[src/rtl/usb_multi_port_line_monitor_if.sv]
// Line samples in, per-port line status out; compile with +define+USB_LINE_ERROR_EN to enable SE1 tracking.
// master = line/stimulus side, slave = the monitor.
interface usb_multi_port_line_monitor_if #(
  parameter int NUM_PORTS = 4
);
  logic [2*NUM_PORTS-1:0] usb_signals;
  logic [NUM_PORTS-1:0]   bus_reset;
  logic [NUM_PORTS-1:0]   reset_done;
  logic [NUM_PORTS-1:0]   speed_valid;
  logic [NUM_PORTS-1:0]   low_speed;
  logic [2*NUM_PORTS-1:0] j_state;
  logic [2*NUM_PORTS-1:0] k_state;
  logic [NUM_PORTS-1:0]   suspend;
  logic [NUM_PORTS-1:0]   resume;
  logic [NUM_PORTS-1:0]   line_error;

  modport master (
    output usb_signals,
    input  bus_reset, reset_done, speed_valid, low_speed, j_state, k_state,
           suspend, resume, line_error
  );

  modport slave (
    input  usb_signals,
    output bus_reset, reset_done, speed_valid, low_speed, j_state, k_state,
           suspend, resume, line_error
  );
endinterface

[src/rtl/usb_multi_port_line_monitor.sv]
// Per-port USB line monitor: bus reset, J/K learning, suspend/resume; USB_LINE_ERROR_EN adds sticky SE1 flag.
// Latency: sample on edge N is reflected on the registered outputs right after edge N.
// No backpressure: every port consumes one line sample per clock.
module usb_multi_port_line_monitor #(
  parameter int NUM_PORTS       = 4,
  parameter int RESET_TIMER     = 20,
  parameter int SUSPEND_TIMER   = 200,
  parameter int DEBOUNCE_CYCLES = 4
) (
  input logic clock,
  input logic reset_n,
  usb_multi_port_line_monitor_if.slave bus
);
  localparam int SW = $clog2(RESET_TIMER + 1);
  localparam int RW = $clog2(SUSPEND_TIMER + 1);
  localparam logic [SW-1:0] SE0_MAX = SW'(RESET_TIMER);
  localparam logic [RW-1:0] RUN_MAX = RW'(SUSPEND_TIMER);
  localparam logic [RW-1:0] DEB_MAX = RW'(DEBOUNCE_CYCLES);
  localparam logic [RW-1:0] RUN_ONE = RW'(1);
  localparam logic [1:0]    LINE_SE0 = 2'b00;
  localparam logic [1:0]    LINE_SE1 = 2'b11;

  typedef enum logic [1:0] {DETECT, IDLE, BUS_RESET, SUSPEND} state_t;

  logic [NUM_PORTS-1:0]   bus_reset_v, reset_done_v, speed_valid_v, low_speed_v;
  logic [NUM_PORTS-1:0]   suspend_v, resume_v, line_error_v;
  logic [2*NUM_PORTS-1:0] j_state_v, k_state_v;

  for (genvar i = 0; i < NUM_PORTS; i++) begin : g_port
    state_t        state_q, state_d;
    logic [SW-1:0] se0_q, se0_d, se0_inc;
    logic [RW-1:0] run_q, run_d, run_inc, det_cnt;
    logic [1:0]    val_q, val_d, j_q, j_d, k_q, k_d, s;
    logic          ls_q, ls_d, sv_q, sv_d, br_q, br_d, rd_q, rd_d;
    logic          sus_q, sus_d, res_q, res_d;
    logic          jk, se0_hit, do_detect, enter_reset;

    assign s       = bus.usb_signals[2*i +: 2];
    assign jk      = (s != LINE_SE0) && (s != LINE_SE1);
    assign se0_inc = (se0_q == SE0_MAX) ? SE0_MAX : se0_q + 1'b1;
    assign run_inc = (run_q == RUN_MAX) ? RUN_MAX : run_q + 1'b1;
    assign se0_hit = (s == LINE_SE0) && (se0_inc == SE0_MAX);
    // val_q remembers which J candidate the debounce run is counting
    assign det_cnt = ((run_q != '0) && (val_q == s)) ? run_inc : RUN_ONE;

    always_comb begin
      state_d     = state_q;
      se0_d       = (s == LINE_SE0) ? se0_inc : '0;
      run_d       = run_q;
      val_d       = val_q;
      j_d         = j_q;
      k_d         = k_q;
      ls_d        = ls_q;
      sv_d        = sv_q;
      br_d        = br_q;
      rd_d        = 1'b0;
      sus_d       = sus_q;
      res_d       = 1'b0;
      do_detect   = 1'b0;
      enter_reset = 1'b0;

      unique case (state_q)
        DETECT: do_detect = 1'b1;
        BUS_RESET: begin
          // SE1 is not a valid exit; the exit sample doubles as debounce sample one
          if (jk) begin
            br_d      = 1'b0;
            rd_d      = 1'b1;
            state_d   = DETECT;
            do_detect = 1'b1;
          end
        end
        IDLE: begin
          if (se0_hit) begin
            enter_reset = 1'b1;
          end else if (s == j_q) begin
            run_d = run_inc;
            if (run_inc == RUN_MAX) begin
              state_d = SUSPEND;
              sus_d   = 1'b1;
              run_d   = '0;
            end
          end else begin
            run_d = '0;
          end
        end
        SUSPEND: begin
          if (se0_hit) begin
            enter_reset = 1'b1;
          end else if (s == k_q) begin
            run_d = run_inc;
            if (run_inc == DEB_MAX) begin
              state_d = IDLE;
              sus_d   = 1'b0;
              res_d   = 1'b1;
              run_d   = '0;
            end
          end else begin
            run_d = '0;
          end
        end
      endcase

      if (do_detect) begin
        if (se0_hit) begin
          enter_reset = 1'b1;
        end else if (jk) begin
          run_d = det_cnt;
          val_d = s;
          if (det_cnt == DEB_MAX) begin
            j_d     = s;
            k_d     = ~s;
            ls_d    = (s == 2'b01);
            sv_d    = 1'b1;
            state_d = IDLE;
            run_d   = '0;
          end
        end else begin
          run_d = '0;
        end
      end

      if (enter_reset) begin
        state_d = BUS_RESET;
        br_d    = 1'b1;
        sv_d    = 1'b0;
        sus_d   = 1'b0;
        ls_d    = 1'b0;
        j_d     = '0;
        k_d     = '0;
        run_d   = '0;
      end
    end

    always_ff @(posedge clock) begin
      if (!reset_n) begin
        state_q <= DETECT;
        se0_q   <= '0;
        run_q   <= '0;
        val_q   <= '0;
        j_q     <= '0;
        k_q     <= '0;
        ls_q    <= 1'b0;
        sv_q    <= 1'b0;
        br_q    <= 1'b0;
        rd_q    <= 1'b0;
        sus_q   <= 1'b0;
        res_q   <= 1'b0;
      end else begin
        state_q <= state_d;
        se0_q   <= se0_d;
        run_q   <= run_d;
        val_q   <= val_d;
        j_q     <= j_d;
        k_q     <= k_d;
        ls_q    <= ls_d;
        sv_q    <= sv_d;
        br_q    <= br_d;
        rd_q    <= rd_d;
        sus_q   <= sus_d;
        res_q   <= res_d;
      end
    end

`ifdef USB_LINE_ERROR_EN
    logic se1_q, le_q;
    always_ff @(posedge clock) begin
      if (!reset_n) begin
        se1_q <= 1'b0;
        le_q  <= 1'b0;
      end else begin
        se1_q <= (s == LINE_SE1);
        if (enter_reset) begin
          le_q <= 1'b0;
        end else if ((s == LINE_SE1) && se1_q) begin
          le_q <= 1'b1;
        end
      end
    end
    assign line_error_v[i] = le_q;
`else
    assign line_error_v[i] = 1'b0;
`endif

    assign bus_reset_v[i]      = br_q;
    assign reset_done_v[i]     = rd_q;
    assign speed_valid_v[i]    = sv_q;
    assign low_speed_v[i]      = ls_q;
    assign suspend_v[i]        = sus_q;
    assign resume_v[i]         = res_q;
    assign j_state_v[2*i +: 2] = j_q;
    assign k_state_v[2*i +: 2] = k_q;
  end

  assign bus.bus_reset   = bus_reset_v;
  assign bus.reset_done  = reset_done_v;
  assign bus.speed_valid = speed_valid_v;
  assign bus.low_speed   = low_speed_v;
  assign bus.j_state     = j_state_v;
  assign bus.k_state     = k_state_v;
  assign bus.suspend     = suspend_v;
  assign bus.resume      = resume_v;
  assign bus.line_error  = line_error_v;
endmodule

[src/flat_wrapper.sv]
// flat-port wrapper written by rule: the top's interface ports become plain ports
module usb_multi_port_line_monitor_flat 
#(
  parameter int NUM_PORTS       = 4,
  parameter int RESET_TIMER     = 20,
  parameter int SUSPEND_TIMER   = 200,
  parameter int DEBOUNCE_CYCLES = 4
)
  (clock, reset_n, bus_usb_signals, bus_bus_reset, bus_reset_done, bus_speed_valid, bus_low_speed, bus_j_state, bus_k_state, bus_suspend, bus_resume, bus_line_error);
  usb_multi_port_line_monitor_if #(.NUM_PORTS(NUM_PORTS)) bus_i ();
  input logic clock;
  input logic reset_n;
  input wire logic [$bits(bus_i.usb_signals)-1:0] bus_usb_signals;
  output wire logic [$bits(bus_i.bus_reset)-1:0] bus_bus_reset;
  output wire logic [$bits(bus_i.reset_done)-1:0] bus_reset_done;
  output wire logic [$bits(bus_i.speed_valid)-1:0] bus_speed_valid;
  output wire logic [$bits(bus_i.low_speed)-1:0] bus_low_speed;
  output wire logic [$bits(bus_i.j_state)-1:0] bus_j_state;
  output wire logic [$bits(bus_i.k_state)-1:0] bus_k_state;
  output wire logic [$bits(bus_i.suspend)-1:0] bus_suspend;
  output wire logic [$bits(bus_i.resume)-1:0] bus_resume;
  output wire logic [$bits(bus_i.line_error)-1:0] bus_line_error;
  assign bus_i.usb_signals = bus_usb_signals;
  assign bus_bus_reset = bus_i.bus_reset;
  assign bus_reset_done = bus_i.reset_done;
  assign bus_speed_valid = bus_i.speed_valid;
  assign bus_low_speed = bus_i.low_speed;
  assign bus_j_state = bus_i.j_state;
  assign bus_k_state = bus_i.k_state;
  assign bus_suspend = bus_i.suspend;
  assign bus_resume = bus_i.resume;
  assign bus_line_error = bus_i.line_error;
  usb_multi_port_line_monitor #(.NUM_PORTS(NUM_PORTS), .RESET_TIMER(RESET_TIMER), .SUSPEND_TIMER(SUSPEND_TIMER), .DEBOUNCE_CYCLES(DEBOUNCE_CYCLES)) u_core (.clock(clock), .reset_n(reset_n), .bus(bus_i));
endmodule
[config.mk]
export PLATFORM = sky130hd
export DESIGN_NAME = usb_multi_port_line_monitor_flat
export DESIGN_NICKNAME = d
export VERILOG_FILES = /design/src/rtl/usb_multi_port_line_monitor_if.sv /design/src/rtl/usb_multi_port_line_monitor.sv /design/src/flat_wrapper.sv
export SDC_FILE = /design/constraint.sdc
export NUM_CORES = 1
export LEC_CHECK = 0
export CAP_MARGIN = 25
export CORE_MARGIN = 2
export CORE_UTILIZATION = 40
export CTS_BUF_LIST = sky130_fd_sc_hd__clkbuf_16
export DETAILED_ROUTE_END_ITERATION = 16
export PLACE_DENSITY = 0.58
export SYNTH_ARGS = -nofsm -noshare
export SYNTH_HDL_FRONTEND = slang
export SYNTH_SLANG_ARGS = --single-unit
[constraint.sdc]
create_clock -name clock -period 2.2 [get_ports clock]
set_input_delay 0.22 -clock clock [delete_from_list [all_inputs] [get_ports clock]]
set_output_delay 0.22 -clock clock [all_outputs]
set_load 0.005 [all_outputs]
# --- After elaboration in Yosys (flattened, before gate mapping) ---
# Cells that the tools add are included.
word_totals:
  ff_bits: 108
  latchBits: 0
  ram_bits: 0
  romBits: 0
  n_memories: 0
classes:
  add_sub_neg: 8
  multipliers: 0
  div_mod_pow: 0
  order_cmp: 0
  n_eq_ne: 80
  n_shift: 0
  mux: 176
  bitwise_logic: 17
  reduce_logical: 76
op_table:
  columns: ["cell", "count"]
  rows:
  - ["$mux W8", 48]
  - ["$mux W2", 48]
  - ["$eq A8 B3 Y1 const B", 8]
  - ["$eq A8 B8 Y1 const B", 8]
  - ["$pmux W8 S2", 4]
  - ["$mux W1", 60]
  - ["$eq A5 B5 Y1 const B", 8]
  - ["$add A8 B1 Y8 const B", 4]
  - ["$ne A2 B1 Y1 const B", 16]
  - ["$reduce_bool A2 Y1", 16]
  - ["$reduce_bool A8 Y1", 4]
  - ["$reduce_and A7 Y1", 4]
  - ["$eq A2 B2 Y1", 12]
  - ["$ne A2 B2 Y1 const B", 12]
  - ["$pmux W2 S3", 4]
  - ["$reduce_and A2 Y1", 12]
  - ["$add A5 B1 Y5 const B", 4]
  - ["$mux W5", 4]
  - ["$eq A2 B1 Y1 const B", 8]
  - ["$eq A2 B2 Y1 const B", 8]
  - ["$logic_not A2 Y1", 8]
  - ["$pmux W1 S2", 8]
  - ["$reduce_and A4 Y1", 4]
  - ["$reduce_or A2 Y1", 8]
  - ["other kinds (5)", 37]

# --- Logic depth before layout (Yosys ltp) ---
logic_depth:
  depth_word: 12
  depth_mapped: 11
  depth_no_buf: 9

# --- Worst setup path before layout ---
# OpenSTA, ideal clock, no wires.
synth_path:
  kind: "register to register"
  startpoint: "register u_core.g_port[1].run_q[0]"
  endpoint: "register u_core.g_port[1].run_q[4]"
  setup_time_ps: 132
  t_arrival_ps: 2278
  required_ps: 2068
  path_slack_ps: -210
  path_stages_with_launch: 11
  cell_sequence: "dfxtp_1 clkbuf_1 inv_1 ha_1 or4b_1 or4_4 a31o_1 and2_4 o21a_4 a41oi_1 a311oi_1"
synth_between:
  elab_chain_len: 9
  elab_cells_between_ends: 20
  cone_classes: "1 x add/sub; 4 x eq/ne; 13 x mux; 2 x reduce/logical"
synth_lines:
  columns: ["element", "line", "source"]
  rows:
  - ["from (decl)", "usb_multi_port_line_monitor.sv:32", "logic [RW-1:0] run_q, run_d, run_inc, det_cnt;"]
  - ["from (signal assigned)", "usb_multi_port_line_monitor.sv:152", "run_q <= run_d;"]
  - ["$add A8 B1 Y8 or $eq A8 B8 Y1 (tied branches)", "usb_multi_port_line_monitor.sv:41", "assign run_inc = (run_q == RUN_MAX) ? RUN_MAX : run_q + 1'b1;"]
  - ["$mux W8", "usb_multi_port_line_monitor.sv:41", null]
  - ["$eq A8 B3 Y1 or $eq A8 B8 Y1 (tied branches)", "usb_multi_port_line_monitor.sv:92, usb_multi_port_line_monitor.sv:78", null]
  - ["$mux W8, on equally long branches", "usb_multi_port_line_monitor.sv:92, usb_multi_port_line_monitor.sv:78", null]
  - ["$mux W8, on equally long branches", "usb_multi_port_line_monitor.sv:90, usb_multi_port_line_monitor.sv:76", null]
  - ["$mux W8, on equally long branches", "usb_multi_port_line_monitor.sv:88, usb_multi_port_line_monitor.sv:74", null]
  - ["$pmux W8 S2", "usb_multi_port_line_monitor.sv:62", "unique case (state_q)"]
  - ["$mux W8", "usb_multi_port_line_monitor.sv:105", "if (se0_hit) begin"]
  - ["$mux W8 *", "usb_multi_port_line_monitor.sv:104", "if (do_detect) begin"]
# Mark *: on every way between the ends. The rest lies on a longest branch, timed or not.
# A chain may end at the register's enable or synchronous reset.

# --- Worst setup path in the final report ---
layout_path:
  startpoint: "register u_core.g_port[1].run_q[0]"
  endpoint: "register u_core.g_port[1].run_q[1]"
# Same word-level chain as after synthesis.

==> impl_metrics.json <==
{
  "fp.dieH_um": 134,
  "synth_compound_area_share_pct": 16.9,
  "cts_max_level": 3,
  "p_clk_share_pct": 42.4,
  "critical_path.startpoint_type": "register",
  "drt_iter0_drc": 361,
  "muxShareOfSynthArea_pct": 4.81,
  "p_sw_share_pct": 23.6,
  "finalNetCount": 1034,
  "synthArstFlopShare_pct": 0,
  "antenna_left": 0,
  "grt_pass1_wl_um": 30800,
  "io_pins": 54,
  "dp_hpwl_um": 13500,
  "synth-simple-area-share_pct": 26.8,
  "synth_seq_area_share_pct": 31.9,
  "synth_top_family_by_area": "simple AND/OR/NAND/NOR gates",
  "drt_wl_total_um": 19400,
  "pwr-share-seq_pct": 45.7,
  "power.internal_mw": 3.33,
  "drc": 0,
  "cts_tree": "done",
  "slew_violations": 0,
  "slowest_delay_ps": 470,
  "cp_max_fo": 5,
  "total_power_mw": 4.37,
  "route.vias.total": 6650,
  "cp-end-kind": "register",
  "synth_common_cells": "108 x dfxtp_1, 101 x nor2_1, 50 x nand2_1",
  "setup_viol": 28,
  "rsz0062_at_grt": "true",
  "slowest_stage": "or4b_4",
  "routedWlPerCell_um": 15.9,
  "maxCapViolCount": 0,
  "antenna_found_initial": 0,
  "tns_ps": -1310,
  "crit_type": "register to register",
  "via_per_inst": 5.43,
  "start_util_pct": 40.8,
  "die_x_um": 134,
  "synth_most_common_cell": "dfxtp_1",
  "outcome": "finished with violations",
  "synth_seq_cells": 108,
  "crit_chain": "inv_2 > ha_4 > or4b_4 > or4_4 > a31o_1 > and2_4 > o21a_4 > a22oi_2 > nor2_1",
  "cts_root_buf": "clkbuf_16",
  "area_growth_syn_to_layout_pct": 42.1,
  "diodes": 0,
  "synthAdderAreaFrac_pct": 4.44,
  "synth_edf_count": 0,
  "synth_cells": 830,
  "grt_pass1_vias": 6426,
  "synth_area_leaders": "dfxtp_1 32%, nor2_1 5.6%, ha_1 4.4%",
  "powerDensity_mw_per_mm2": 454,
  "p_comb_share_pct": 11.9,
  "yosysWarnings": 0,
  "grtUsageTotal_pct": 20.8,
  "crit_required_ps": 2450,
  "fmax_mhz": 428,
  "portBuffers": 49,
  "grt_max_degree": 17,
  "hold_violations": 0,
  "fp-row-count": 47,
  "cts_buffers": 9,
  "grt-ovfl-total": 0,
  "min_period_ps": 2340,
  "path_clk_slew_ps": 70,
  "cts_sinks": 108,
  "period_share_pct": 106,
  "violations": "negative setup slack",
  "fin_ws_ps": -137,
  "synth_cell_types": 78,
  "yosys.area.top_type_share_pct": 31.9,
  "ir_drop_v": 0.000405,
  "hold_class": "register to register",
  "syn_area_sq_mm": 0.00677,
  "dieArea_sq_mm": 0.0180,
  "clk_latency_ps": 360,
  "synth_xor_area_share_pct": 6.47,
  "p_leak_nw": 3.71,
  "skew_ps": 6.40,
  "holdBufCountCts": 0,
  "synthFlopType": "dfxtp_1",
  "cp.arrival_ps": 2590,
  "core_sq_mm": 0.0166,
  "synth_top_cell_by_area": "dfxtp_1",
  "drt-pass1-iter-count": 4,
  "power.switching_mw": 1.03,
  "clockBufferDepth": 2,
  "place.gp.congestion": 0.904,
  "drive_above_1_share_pct": 33.7,
  "synth.avg_cell_area_sq_um": 8.15
}
worst max-delay path: cells and delay by family, from the launching register on:
family          cells  cell delay (ps)
simple gates        4             1160
flops               1              330
buf+inv             1               60
fa+ha+maj           1              130
compound gates      3              560
registers in the layout, summed over array words and instances, names as in the netlist:
name	count
u_core.g_port.sus_q	4
u_core.g_port.res_q	4
u_core.g_port.ls_q	4
u_core.g_port.k_q	8
u_core.g_port.state_q	8
u_core.g_port.br_q	4
u_core.g_port.run_q	32
u_core.g_port.sv_q	4
u_core.g_port.val_q	8
u_core.g_port.rd_q	4
u_core.g_port.se0_q	20
u_core.g_port.j_q	8
power by group through the flow:
stage	Clock [mW]	Sequential [mW]	Combinational, mW
after floorplan	0	2.03	0.258
after global placement	0	2.04	0.423
after detailed placement	0	2.04	0.433
after CTS	1.88	2.00	0.472
after global routing	1.96	2.00	0.564
final	1.85	1.99	0.520
metrics by stage:
| stage | instance area, sq um | cells | worst slack [ps] | hold slack (ps) | utilization, % |
|---|---|---|---|---|---|
| 3_3_place_gp | 8340 | 1181 | -117 | 436 | 50.3 |
| 5_1_grt | 9620 | 1225 | -195 | 483 | 58.0 |
| 2_1_floorplan | 6860 | 833 | -103 | 426 | - |
| 3_5_place_dp | 8340 | 1181 | -187 | 452 | 50.3 |
| 6_report | 9620 | 1225 | -137 | 463 | 58.0 |
| 4_1_cts | 9020 | 1213 | -153 | 467 | 54.4 |
per-layer routing:
metal	routed length, um	track usage, %
met1	8640	27.0
met2	9900	36.1
met3	526	2.61
met4	368	6.78
met5	0	0
placed cells by master (no fill, tap or decap), drive strengths merged, types with 24 or more instances in the layout:
master,synthesis,layout
clkdlybuf4s50,0,49
nand3,36,36
ha,24,24
nor2,106,106
a21oi,38,38
dfxtp,108,108
xor2,27,27
o21ai,37,37
mux2i,28,28
buf,43,182
nand2,50,50
nor3,29,29
inv,42,43
kinds of logic after synthesis:
family          after synthesis
mux                          32
other cells                   1
xor+xnor                     50
fa+ha+maj                    24
simple gates                331
flops                       108
compound gates              166
buf+inv                     118
timing repair:
action	4_1_cts	5_1_grt
resized for setup	55	119
gates cloned	2	0
buffers inserted	14	14
pin swaps	23	49
setup endpoints to repair	47	73
area by class of cell:
| type | instances | area (sq um) |
|---|---|---|
| fill | 1489 | 6970 |
| timing repair buffer | 231 | 1950 |
| inverter | 42 | 163 |
| clock inverter | 7 | 106 |
| multi-input combinational | 608 | 4710 |
| clock buffer | 9 | 225 |
| sequential | 108 | 2190 |
| tap | 220 | 275 |
worst paths after layout:
path | slack, ps | end | depth (start not counted) | start
max | -140 | u_core.g_port[1].run_q[1] | 9 | u_core.g_port[1].run_q[0]
min reg2reg | 460 | u_core.g_port[2].sv_q | 2 | u_core.g_port[2].sv_q
max reg2reg | -140 | u_core.g_port[1].run_q[1] | 9 | u_core.g_port[1].run_q[0]
min | 460 | u_core.g_port[2].sv_q | 2 | u_core.g_port[2].sv_q
No activity file was read; power rests on OpenSTA's default activity.
